--- src/rtl/gfx_pkg.sv ---
// Shared pixel-packing constants and the planar field index helper
// for the tile/sprite write-back path.
package gfx_pkg;

    localparam int unsigned PIX_DEF    = 8;
    localparam int unsigned PLANES_DEF = 4;
    localparam int unsigned WORD_W_DEF = PIX_DEF * PLANES_DEF;

    function automatic int unsigned field_idx(
        input int unsigned plane,
        input int unsigned bitpos,
        input int unsigned pix
    );
        return plane * pix + bitpos;
    endfunction

endpackage

--- src/rtl/tile_deserializer_plane_packer.sv ---
// One bitplane of the deserializer: a PIX-bit assembly register written one bit per
// accepted pixel at a position decoded from the pixel index and the word's flip.
module plane_packer #(
    parameter int unsigned PIX = 8
) (
    input  logic                    clk_i,
    input  logic                    rst_i,
    input  logic                    clr_i,
    input  logic                    we_i,
    input  logic                    last_i,
    input  logic                    flip_i,
    input  logic [$clog2(PIX)-1:0]  idx_i,
    input  logic                    bit_i,
    output logic [PIX-1:0]          word_o
);

    localparam int unsigned IDXW = $clog2(PIX);

    logic [IDXW-1:0] pos;
    logic [PIX-1:0]  sel;
    logic [PIX-1:0]  word_q;
    logic [PIX-1:0]  word_d;

    // word_o is the register with this cycle's bit merged in, so the top can
    // push a completed word on the same edge its final pixel arrives.
    always_comb begin
        pos      = flip_i ? idx_i : IDXW'(PIX - 1) - idx_i;
        sel      = '0;
        sel[pos] = 1'b1;
        word_o   = clr_i ? '0 : word_q;
        if (we_i) begin
            word_o = (word_o & ~sel) | (bit_i ? sel : '0);
        end
        word_d = (we_i && last_i) ? '0 : word_o;
    end

    always_ff @(posedge clk_i) begin
        if (rst_i) begin
            word_q <= '0;
        end else begin
            word_q <= word_d;
        end
    end

endmodule

--- src/rtl/tile_deserializer.sv ---
// Serial-to-parallel pixel packer: one PLANES-bit pixel per accept, PIX pixels per
// planar output word, buffered through a 2-entry output FIFO.
module tile_deserializer
    import gfx_pkg::*;
#(
    parameter int unsigned PIX    = PIX_DEF,
    parameter int unsigned PLANES = PLANES_DEF
) (
    input  logic                    CLK,
    input  logic                    RESET,
    input  logic [PLANES-1:0]       SIN,
    input  logic                    SIN_VALID,
    output logic                    SIN_READY,
    input  logic                    FLIP,
    input  logic                    SYNC,
    output logic [PLANES*PIX-1:0]   OUT_DATA,
    output logic                    OUT_VALID,
    input  logic                    OUT_READY
);

    localparam int unsigned IDXW = $clog2(PIX);
    localparam int unsigned W    = PLANES * PIX;

    logic [IDXW-1:0] idx_q, idx_d, idx_cur;
    logic            flip_q, flip_d, flip_cur;
    logic            accept, last, push, pop;
    logic [W-1:0]    asm_word;
    logic [W-1:0]    fifo_q [2];
    logic            wr_q, rd_q;
    logic [1:0]      cnt_q;

    assign SIN_READY = (cnt_q < 2'd2);
    assign accept    = SIN_VALID & SIN_READY;
    assign OUT_VALID = (cnt_q != 2'd0);
    assign OUT_DATA  = fifo_q[rd_q];
    assign push      = accept & last;
    assign pop       = OUT_VALID & OUT_READY;

    // SYNC forces the current pixel to index 0, so a pixel arriving with SYNC
    // starts the new word and supplies its flip.
    always_comb begin
        idx_cur  = SYNC ? '0 : idx_q;
        flip_cur = (idx_cur == '0) ? FLIP : flip_q;
        last     = (idx_cur == IDXW'(PIX - 1));
        idx_d    = idx_cur;
        flip_d   = flip_q;
        if (accept) begin
            idx_d  = last ? '0 : idx_cur + IDXW'(1);
            flip_d = flip_cur;
        end
    end

    for (genvar p = 0; p < PLANES; p++) begin : g_plane
        plane_packer #(
            .PIX (PIX)
        ) u_pack (
            .clk_i  (CLK),
            .rst_i  (RESET),
            .clr_i  (SYNC),
            .we_i   (accept),
            .last_i (last),
            .flip_i (flip_cur),
            .idx_i  (idx_cur),
            .bit_i  (SIN[p]),
            .word_o (asm_word[field_idx(p, 0, PIX) +: PIX])
        );
    end

    always_ff @(posedge CLK) begin
        if (RESET) begin
            idx_q     <= '0;
            flip_q    <= 1'b0;
            wr_q      <= 1'b0;
            rd_q      <= 1'b0;
            cnt_q     <= '0;
            fifo_q[0] <= '0;
            fifo_q[1] <= '0;
        end else begin
            idx_q  <= idx_d;
            flip_q <= flip_d;
            if (push) begin
                fifo_q[wr_q] <= asm_word;
                wr_q         <= ~wr_q;
            end
            if (pop) begin
                rd_q <= ~rd_q;
            end
            case ({push, pop})
                2'b10:   cnt_q <= cnt_q + 2'd1;
                2'b01:   cnt_q <= cnt_q - 2'd1;
                default: cnt_q <= cnt_q;
            endcase
        end
    end

endmodule

--- config.mk ---
export PLATFORM = sky130hd
export DESIGN_NAME = tile_deserializer
export DESIGN_NICKNAME = d
export VERILOG_FILES = /design/src/rtl/gfx_pkg.sv /design/src/rtl/tile_deserializer_plane_packer.sv /design/src/rtl/tile_deserializer.sv
export SDC_FILE = /design/constraint.sdc
export NUM_CORES = 1
export LEC_CHECK = 0
export BUFFER_PORTS_ARGS = -buffer_cell sky130_fd_sc_hd__buf_2
export CAP_MARGIN = 30
export CORE_MARGIN = 2
export CORE_UTILIZATION = 55
export DETAILED_ROUTE_END_ITERATION = 16
export PLACE_DENSITY = 0.74
export SYNTH_ARGS = -nofsm -noshare
export SYNTH_HDL_FRONTEND = slang
export SYNTH_SLANG_ARGS = --single-unit
--- constraint.sdc ---
create_clock -name CLK -period 7.1 [get_ports CLK]
set_input_delay 2.13 -clock CLK [delete_from_list [all_inputs] [get_ports CLK]]
set_output_delay 2.13 -clock CLK [all_outputs]
set_load 0.005 [all_outputs]
Word level (Yosys, flattened, before mapping):

Memories as Yosys holds them, arrays and structs flattened. A register that Yosys moved wholly into a read port is not among the register bits.
Cells that the tools add are included.

* bitwise operators: 14
* equal/unequal tests: 3
* multiplexer cells: 30
* reductions and logical operators: 7
* $add $sub $neg: 4
* magnitude comparators: 3

Operators by type and width (count)
* $mux 8: 12
* $and 8x8->8: 4
* $mux 32: 1
* $or 8x8->8: 4
* $reduce_or 32->1: 1
* $mux 3: 4
* $mux 1: 11
* $not 8->8: 1
* $lt 3x4->1 const B: 1
* $pmux 2 s2: 1
* $reduce_bool 2->1: 2
* $add 3x1->3 const B: 1
* $and 1x1->1: 3
* $demux 1 s3: 1
* $eq 3x3->1 const B: 1
* $ge 3x1->1 const B: 1
* $logic_not 3->1: 1
* $sub 3x3->3 const A: 1
* $add 2x1->2 const B: 1
* $eq 2x1->1 const B: 1
* $eq 2x2->1 const B: 1
* $logic_and 1x1->1: 2
* $lt 2x2->1 const B: 1
* $not 1->1: 2
* other kinds (2): 2

* output and inout port bits: 34
* memories kept: 1
* memory bits (writable): 64
* bits in registers: 40

Memories
* fifo_q: words 2, bits a word 32, read ports 1, clocked after memory_dff 1, wr ports 2, line tile_deserializer.sv:28 `logic [W-1:0] fifo_q [2];`

Depth between registers and ports, before layout:

Gate-level depths: netlist of run 1.

* depth in word-level cells: 13
* mapped depth: 12

By module:

A second synthesis of run 1 with hierarchy kept.

* cells, all modules: 510
* area total of the unflattened synthesis: 6505.0 µm²

Modules (own cells, without submodules)
* tile_deserializer: area an instance 3265.6 µm², cells an instance 226, instances 1
* plane_packer at g_plane[1].u_pack ...: area an instance 812.0 µm², cells an instance 71, instances 3
* plane_packer at g_plane[0].u_pack: area an instance 803.3 µm², cells an instance 71, instances 1

Worst setup path before layout of run 1:

OpenSTA, ideal clock, no wires.

* kind: in2reg
* from: input SYNC
* to: memory fifo_q[1][0] (netlist bit) (enable)
* data required time: 6.706 ns
* cell stages on the path: 11
* setup time: 0.394 ns
* path slack: 1.940 ns
* arrival time: 4.766 ns
* cells stage by stage: clkbuf_1 > clkbuf_1 > or2b_1 > inv_1 > ha_1 > ha_1 > nand2_1 > or4b_1 > buf_2 > clkbuf_1 > nand2b_1

RTL lines
* start: declaration: line tile_deserializer.sv:15 `input logic SYNC,`
* end: declaration: line tile_deserializer.sv:28

==> results.json, run 1 <==
{
  "status": "finished, final reports clean",
  "cts_tree": "done",
  "yosysTopAreaCell": "edfxtp_1",
  "tightest_slew_ns": 0.753,
  "num_rows": 35,
  "dieHeight_um": 101,
  "rsz0062_at_grt": "no",
  "r2r_cells": 9,
  "finalMaxSlewViolations": 0,
  "drt-vias-per-instance": 5.92,
  "htreeDepth": 3,
  "drt_wl_total_mm": 10.5,
  "rr_startpoint": "idx_q[0]",
  "diodes": 0,
  "ant_nets": 0,
  "crit_required_ns": 7.22,
  "num-nets-final": 480,
  "hold_viol": 0,
  "grt_overflow": 0,
  "finClkSkew_ns": 0.0102,
  "whs_path_depth": 2,
  "power_density_mw_per_mm2": 199,
  "drt_first_pass_iters": 4,
  "synth_cells": 439,
  "drt_iter0_drc": 244,
  "setup_viol_count_final": 0,
  "crit_path_end_kind": "flop",
  "criticalPathCategory": "primary input to flop",
  "post_cts_resize_count": 0,
  "min_period_ns": 4.98,
  "r2r-end": "fifo_q[0][10]",
  "port_buffers": 43,
  "synth_seq_cells": 105,
  "cts_root_buf": "clkbuf_8",
  "ios": 44,
  "slew_headroom_pct": 49.8,
  "post-route-drc-count": 0,
  "max-clock-path-buffers": 2,
  "synth_area_leaders": "edfxtp_1 38%, dfxtp_1 16%, mux2_2 7.3%, nor2_1 5.4%, a22o_1 4.1%",
  "hold_path.startpoint": "rd_q",
  "hold_buffers": 0,
  "num_vias": 3445,
  "setup_slack_ns": 2.12,
  "worst_skew_pair.late_latency_ns": 0.37,
  "die_w_um": 101,
  "ys_seq_area_share_pct": 53.5,
  "fmax_ghz": 0.201,
  "fin_tns_setup_ns": 0,
  "synthesis.nets": 453,
  "cp-startpoint": "SYNC",
  "path_clk_slew_ns": 0.10,
  "cp.arrival_ns": 5.10,
  "cts_made_buffers": 9,
  "synth_warnings": 0,
  "reg2reg_slack_ns": 3.99,
  "cts_setup_buffers": 0,
  "grt_usage_pct": 21.9,
  "cap_violations": 0,
  "hold_path.class": "flop to flop",
  "wl_per_cell_um": 18.1,
  "p_leak_nw": 2.19,
  "async_flop_share_pct": 0,
  "grt_max_degree": 44,
  "synth_ff_type": "edfxtp_1",
  "grt_pass1_wl_mm": 17.1,
  "start_kind": "primary input",
  "final.period_utilization_pct": 70.1,
  "vdd_drop_max_mv": 0.105,
  "synth-edff-count": 64,
  "crit_fanout": 43,
  "grt_pass1_vias": 3243,
  "clock-sinks": 105,
  "ys_types": 57,
  "dieArea_mm2": 0.0101,
  "gp_congestion": 0.810,
  "antenna_found_initial": 0,
  "syn_area_per_cell_um2": 11.7,
  "drive_gt1_share_pct": 25.1,
  "synth_area_mm2": 0.00512,
  "start_util_pct": 56.0,
  "synth_top_area_share_pct": 37.5,
  "area_delta_synth_final_pct": 8.96,
  "dp_hpwl_mm": 6.97,
  "design.core.area_mm2": 0.00915,
  "pre_cts_ws_ns": 1.77
}
[metrics by stage]
step	hold slack [ns]	instances	area (µm²)	total power, mW	utilization [%]
3_3_place_gp	0.503	564	5340	0.769	58.4
4_1_cts	0.526	582	5580	1.12	61.0
3_5_place_dp	0.505	566	5400	0.772	59.0
5_1_grt	0.563	582	5580	1.15	61.0
2_1_floorplan	0.481	439	5120	0.746	-
6_report	0.520	582	5580	1.11	61.0
[synth_stat cells (3+ instances only)]
| library cell | instances |
|---|---|
| a21oi_1 | 4 |
| nor2b_1 | 31 |
| dfxtp_1 | 41 |
| buf_2 | 9 |
| a22o_1 | 24 |
| a32o_1 | 9 |
| o2bb2ai_1 | 7 |
| ha_1 | 4 |
| edfxtp_1 | 64 |
| clkbuf_1 | 15 |
| nor3_4 | 6 |
| o22ai_1 | 8 |
| nor2_1 | 74 |
| buf_1 | 3 |
| mux2i_1 | 18 |
| xnor2_1 | 5 |
| buf_6 | 3 |
| nand2_1 | 16 |
| nand2b_1 | 13 |
| mux2_2 | 33 |
| inv_1 | 3 |
[area by class of cell]
class	count	area (µm²)
well taps	111	139
clock inverters	5	45.0
fillers	743	3570
flip-flops and latches	105	2740
multi-input cells	298	2200
repair buffers	49	300
inverters	3	11.3
clock buffers	11	141
[sequential cells by signal, summed over array words and instances (netlist names), named ones only]
| register | flops |
|---|---|
| flip_q | 1 |
| idx_q | 3 |
| rd_q | 1 |
| fifo_q | 64 |
| cnt_q | 2 |
| wr_q | 1 |
| g_plane.u_pack.word_q | 32 |
[critical path, stage by stage]
cell and delay, ns:
buf_2 0.58, nand2b_1 0.37, ha_1 0.47, mux2_2 0.41, o22a_2 0.30, nand4bb_1 0.40, mux2i_1 0.36, nor2_1 0.06
[kinds of logic (layout without fill, tap and decap cells)]
kind of cell	count (synthesis)	in the layout	synth area share (%)
buffers and inverters	36	68	3.47
adders and majority gates	4	4	0.977
xor gates and xnor gates	7	7	1.20
muxes	53	53	11.3
AOI/OAI and AO/OA	69	69	11.6
DFF	105	105	53.5
and+or+nand+nor	165	165	17.9
[layer usage]
metal / GRT usage, % / wire [µm] / vias up
li1: - / - / 1662
met1: 31.7 / 4930 / 1660
met2: 33.9 / 4860 / 112
met3: 4.16 / 618 / 11
met4: 5.80 / 126 / 0
met5: 0 / 0 / -
[where the power goes]
| group | switching, mW | leakage (nW) | internal [mW] | total (mW) |
|---|---|---|---|---|
| sequential | 0.00696 | 0.991 | 0.660 | 0.667 |
| clock | 0.211 | 0.0925 | 0.143 | 0.354 |
| combinational | 0.0585 | 1.10 | 0.0336 | 0.0921 |
| total | 0.276 | 2.19 | 0.837 | 1.11 |
[worst max path at each step]
| stage | to |
|---|---|
| after floorplan | fifo_q[1][0] |
| after global placement | fifo_q[1][31] |
| after detailed placement | fifo_q[1][10] |
| after CTS | fifo_q[1][28] |
| after global routing | fifo_q[1][20] |
| final | fifo_q[0][4] |
[layout by cell type, fill, tap and decap left out, drive strengths merged, types with 2 or more instances in the layout]
cell type	Yosys	layout
a211oi	3	3
a21oi	4	4
a22o	24	24
a2bb2o	2	2
a32o	9	9
and2	4	4
buf	17	49
clkbuf	16	11
dfxtp	41	41
edfxtp	64	64
ha	4	4
inv	3	6
mux2	33	33
mux2i	20	20
nand2	17	17
nand2b	14	14
nand4bb	2	2
nor2	74	74
nor2b	31	31
nor3	8	8
o2111ai	2	2
o21bai	2	2
o22a	2	2
o22ai	8	8
o2bb2ai	7	7
or2b	2	2
or3	2	2
or4	2	2
xnor2	5	5
xor2	2	2
Note: power is estimated with default switching activity, not from simulation.
==> run 2, diff against run 1 <==
CORE_UTILIZATION = 54   (was 55)
PLACE_DENSITY = 0.76   (was 0.74)
clock period = 4.2 ns   (was 7.1 ns; I/O delays follow)
==> run 2 against run 1 <==
Combinational power grew 72%. First-iteration DRC count fell by 6.1%. Critical endpoint is now fifo_q[0][20]. Final cell count grew 3.4%. Worst setup slack lost 1.5 ns. Non-clock buffer count up 3. Final area rose by 0.49%. Register-to-register slack worse by 2.8 ns. Critical path type unchanged.
==> results.json, run 2 (synthesis gave the netlist of run 1 again) <==
{
  "start_util_pct": 55.5,
  "p_leak_nw": 2.18,
  "cp.arrival_ns": 3.73,
  "diodes": 0,
  "gp_congestion": 0.975,
  "crit_fanout": 11,
  "worst_skew_pair.late_latency_ns": 0.37,
  "path_clk_slew_ns": 0.10,
  "top_regs": "fifo_q: 64 flops, g_plane.u_pack.word_q: 32 flops, idx_q: 3 flops",
  "met2_wirelength_mm": 4.95,
  "regMostFlops": "fifo_q",
  "slew_headroom_pct": 46.2,
  "vdd_drop_max_mv": 0.156,
  "die_w_um": 101,
  "fin_tns_setup_ns": 0,
  "cts_setup_buffers": 0,
  "wl_met3_um": 607,
  "dieArea_mm2": 0.0103,
  "wl_per_cell_um": 17.3,
  "grt_pass1_wl_mm": 17.2,
  "highest_layer": "met4",
  "grt_max_degree": 41,
  "crit_required_ns": 4.33,
  "dieHeight_um": 101,
  "drt_iter0_drc": 229,
  "status": "finished, final reports clean",
  "criticalPathCategory": "primary input to flop",
  "area_delta_synth_final_pct": 9.50,
  "clock-sinks": 105,
  "drt_first_pass_iters": 5,
  "hold_buffers": 0,
  "cts_tree": "done",
  "critPathBufInv": 1,
  "final_cell_mix": "74 x nor2_1, 64 x edfxtp_1, 43 x buf_2",
  "fmax_ghz": 0.277,
  "post-route-util_pct": 60.7,
  "slowest_delay_ns": 0.46,
  "final_cells": 602,
  "min_period_ns": 3.60,
  "setup_viol_count_final": 0,
  "power_density_mw_per_mm2": 332,
  "dp_hpwl_mm": 7.16,
  "layout_commonest_cell": "nor2_1",
  "ios": 44,
  "drt_wl_total_mm": 10.4,
  "hold_viol": 0,
  "start_kind": "primary input",
  "cts_root_buf": "clkbuf_8",
  "final.period_utilization_pct": 85.8,
  "finClkSkew_ns": 0.00893,
  "drt-met1-wl_mm": 4.75,
  "num-nets-final": 483,
  "cts_made_buffers": 9,
  "grt_usage_pct": 21.7,
  "port_buffers": 43,
  "design.core.area_mm2": 0.00924,
  "largest_reg_flops": 64,
  "drt-vias-per-instance": 5.82,
  "post_cts_resize_count": 0,
  "rsz0062_at_grt": "no",
  "num_rows": 35,
  "grt_pass1_vias": 3390,
  "hold_path.class": "flop to flop",
  "post-place-cells": 587,
  "slowest_stage": "ha_1",
  "post-route-drc-count": 0,
  "tightest_slew_ns": 0.806,
  "path_cells": "buf_2 > nand2b_1 > ha_1 > mux2_2 > o22a_2 > nand4bb_1 > mux2i_1 > nor2_1",
  "drive_gt1_share_pct": 26.0,
  "grt_overflow": 0,
  "max-clock-path-buffers": 2,
  "antenna_found_initial": 0,
  "cap_violations": 0,
  "crit_family": "simple AND/OR/NAND/NOR gates",
  "crit_path_end_kind": "flop",
  "num_vias": 3501,
  "htreeDepth": 3,
  "finalMaxSlewViolations": 0,
  "ant_nets": 0
}
[run 2: metrics by stage]
stage                     cell area (µm²)  hold slack (ns)  setup slack (ns)  power (mW)
after floorplan                      5130            0.481             0.256        1.26
after global placement               5430            0.503             0.341        1.30
after detailed placement             5430            0.507             0.261        1.31
after CTS                            5610            0.531             0.622        1.87
after global routing                 5610            0.540             0.426        1.93
final                                5610            0.527             0.596        1.86
[run 2: cell type report]
| class | count | area (µm²) |
|---|---|---|
| sequential | 105 | 2740 |
| inverter | 3 | 11.3 |
| clock inverter | 6 | 55.1 |
| clock buffer | 9 | 124 |
| multi-input combinational | 298 | 2210 |
| tap | 129 | 161 |
| timing repair buffer | 52 | 308 |
| fill | 753 | 3630 |
[run 2: routing by layer]
metal | global-route usage [%] | vias to the layer above
met5 | 0 | -
met4 | 6.44 | 0
met3 | 4.42 | 10
met2 | 34.8 | 107
met1 | 30.1 | 1726
li1 | - | 1658
[run 2: power breakdown]
group / internal, mW / switching, mW
Combinational: 0.0582 / 0.0998
Sequential: 1.12 / 0.0114
Clock: 0.220 / 0.354
Total: 1.39 / 0.466
[run 2: path summary, 6_finish.rpt]
kind	slack (ns)	depth (start not counted)	end	start
setup / recovery	0.60	8	fifo_q[0][20]	SYNC
hold / removal	0.53	2	flop	rd_q
setup reg to reg	1.16	7	fifo_q[0][20]	idx_q[0]
hold reg to reg	0.53	2	flop	rd_q
[run 2: tightest hold or removal path, stage by stage, from the launching register on]
cell	delay, ns
dfxtp_1	0.33
xnor2_1	0.08
nor2_1	0.08
==> run 3, diff against run 2 <==
ABC_AREA = 1   (was not set)
CORE_MARGIN = not set   (was 2)
CORE_UTILIZATION = 40   (was 54)
PLACE_DENSITY = not set   (was 0.76)
==> run 3 against run 2 <==
Synthesized cell count increased by 7.3%. Maximum frequency increased by 12%. Via count decreased by 5.9%. Sequential power about the same. Final area decreased by 5.8%. Register-to-register slack improved by 1.0 ns. First-iteration DRC count decreased by 17%. Clock skew decreased by 0.0023 ns. Synthesized area decreased by 10%. Highest routed layer unchanged.
==> results.json, run 3 <==
{
  "status": "finished, final reports clean",
  "dp_hpwl_mm": 6.32,
  "final_cell_mix": "106 x nand2_1, 98 x nor2_1, 64 x edfxtp_1",
  "antenna_found_initial": 0,
  "dieHeight_um": 109,
  "synth_seq_cells": 105,
  "fmax_ghz": 0.312,
  "max-clock-path-buffers": 2,
  "rr_startpoint": "idx_q[0]",
  "synth_ff_type": "edfxtp_1",
  "ys_seq_area_share_pct": 59.6,
  "vdd_drop_max_mv": 0.230,
  "cap_violations": 0,
  "drt_iter0_drc": 190,
  "drive_gt1_share_pct": 24.3,
  "crit_required_ns": 2.94,
  "tightest_slew_ns": 0.816,
  "grt_pass1_vias": 3205,
  "p_leak_nw": 2.21,
  "ys_types": 21,
  "dieArea_mm2": 0.0119,
  "cts_made_buffers": 9,
  "synth_top_area_share_pct": 41.8,
  "synth_cells": 471,
  "crit_path_end_kind": "output port",
  "grt_pass1_wl_mm": 16.0,
  "cp.arrival_ns": 1.94,
  "highest_layer": "met4",
  "grt_max_degree": 38,
  "synth_compound_area_share_pct": 1.96,
  "layout_commonest_cell": "nand2_1",
  "num_vias": 3295,
  "hold_path.startpoint": "rd_q",
  "synth_warnings": 0,
  "grt_overflow": 0,
  "cts_root_buf": "clkbuf_16",
  "wl_per_cell_um": 14.7,
  "cts_setup_buffers": 0,
  "finClkSkew_ns": 0.00666,
  "post-route-drc-count": 0,
  "synthAdderAreaFrac_pct": 1.09,
  "total_power_mw": 2.16,
  "drt-vias-per-instance": 5.00,
  "fin_tns_setup_ns": 0,
  "power_density_mw_per_mm2": 408,
  "setup_slack_ns": 0.995,
  "num_rows": 38,
  "async_flop_share_pct": 0,
  "clock-sinks": 105,
  "slew_headroom_pct": 45.5,
  "drt_wl_total_mm": 9.68,
  "grt_usage_pct": 18.0,
  "criticalPathCategory": "flop to output port",
  "largest_reg_flops": 64,
  "synth-edff-count": 64,
  "setup_viol_count_final": 0,
  "num-nets-final": 528,
  "crit_fanout": 20,
  "design.core.area_mm2": 0.0110,
  "drt-met1-wl_mm": 4.40,
  "ios": 44,
  "hold_viol": 0,
  "synthSimpleGateAreaFrac_pct": 26.2,
  "gp_congestion": 0.808,
  "slowest_delay_ns": 0.86,
  "muxShareOfSynthArea_pct": 7.83,
  "final.period_utilization_pct": 76.3,
  "met2_wirelength_mm": 4.60,
  "area_delta_synth_final_pct": 14.8,
  "diodes": 0,
  "cts_tree": "done",
  "synth_commonest_cells": "106 x nand2_1, 98 x nor2_1, 64 x edfxtp_1",
  "regMostFlops": "fifo_q",
  "pre_cts_ws_ns": 0.751,
  "synth-xor-area-share_pct": 0,
  "yosysMostFrequentCell": "nand2_1",
  "worst_skew_pair.late_latency_ns": 0.34,
  "htreeDepth": 3,
  "hold_buffers": 0,
  "finalMaxSlewViolations": 0,
  "start_util_pct": 41.7,
  "synth_area_mm2": 0.00460,
  "rsz0062_at_grt": "no",
  "post_cts_resize_count": 0,
  "yosysTopAreaCell": "edfxtp_1",
  "drt_first_pass_iters": 4,
  "hold_path.class": "flop to flop",
  "wl_met3_um": 517,
  "path_clk_slew_ns": 0.07,
  "synth_top_family_by_area": "simple AND/OR/NAND/NOR gates",
  "top_regs": "fifo_q: 64 flops, g_plane.u_pack.word_q: 32 flops, idx_q: 3 flops",
  "synthesis.nets": 485,
  "syn_area_per_cell_um2": 9.77,
  "start_kind": "flop",
  "port_buffers": 43,
  "die_w_um": 109,
  "slowest_stage": "dfxtp_1",
  "synth_area_leaders": "edfxtp_1 42%, dfxtp_1 18%, nand2_1 8.6%, nor2_1 8.0%, mux2_2 7.8%",
  "min_period_ns": 3.20,
  "path_cells": "buf_12 > mux2_2 > buf_2",
  "ant_nets": 0
}
==> run 3: metal layers <==
layer / vias to the layer above / global-route usage, %
met5: - / 0
met4: 0 / 5.24
met3: 12 / 4.12
met2: 90 / 29.2
met1: 1550 / 23.9
li1: 1643 / -
==> run 3: stage by stage <==
step                instances  util, %  area, µm²  hold WS [ns]
floorplan                 471        -       4600         0.426
global placement          643     45.2       4990         0.444
detailed placement        643     45.2       4990         0.451
CTS                       659     47.9       5290         0.462
global route              659     47.9       5290         0.487
finish                    659     47.9       5290         0.460
==> run 3: path summary, 6_finish.rpt <==
| path | endpoint | slack [ns] | depth (start not counted) |
|---|---|---|---|
| hold / removal | rd_q | 0.46 | 1 |
| setup reg to reg | fifo_q[0][9] | 2.18 | 11 |
| setup / recovery | OUT_DATA[7] | 1.0 | 3 |
| hold reg to reg | rd_q | 0.46 | 1 |
==> run 3: critical path: cells and delay by family (launching register included) <==
kind | cells | cell delay, ns
buf+inv | 2 | 0.39
mux | 1 | 0.36
flops | 1 | 0.86
==> run 3: logic make-up (layout without fill, tap and decap cells) <==
group | after synthesis | in the layout
buffers and inverters | 38 | 86
adders and majority gates | 4 | 4
muxes | 32 | 32
AOI/OAI and AO/OA | 18 | 18
and+or+nand+nor | 274 | 274
DFF | 105 | 105
==> run 3: power breakdown <==
part / switching, mW / leakage [nW] / total (mW) / internal [mW]
combinational: 0.146 / 1.07 / 0.207 / 0.0610
sequential: 0.00987 / 0.993 / 1.13 / 1.12
clock: 0.397 / 0.145 / 0.817 / 0.419
==> run 3: area by class of cell <==
type	count	area, µm²
inverters	17	66.3
flip-flops and latches	105	2740
fillers	1059	5750
clock inverters	7	68.8
well taps	140	175
multi-input cells	328	1700
clock buffers	9	225
repair buffers	53	303
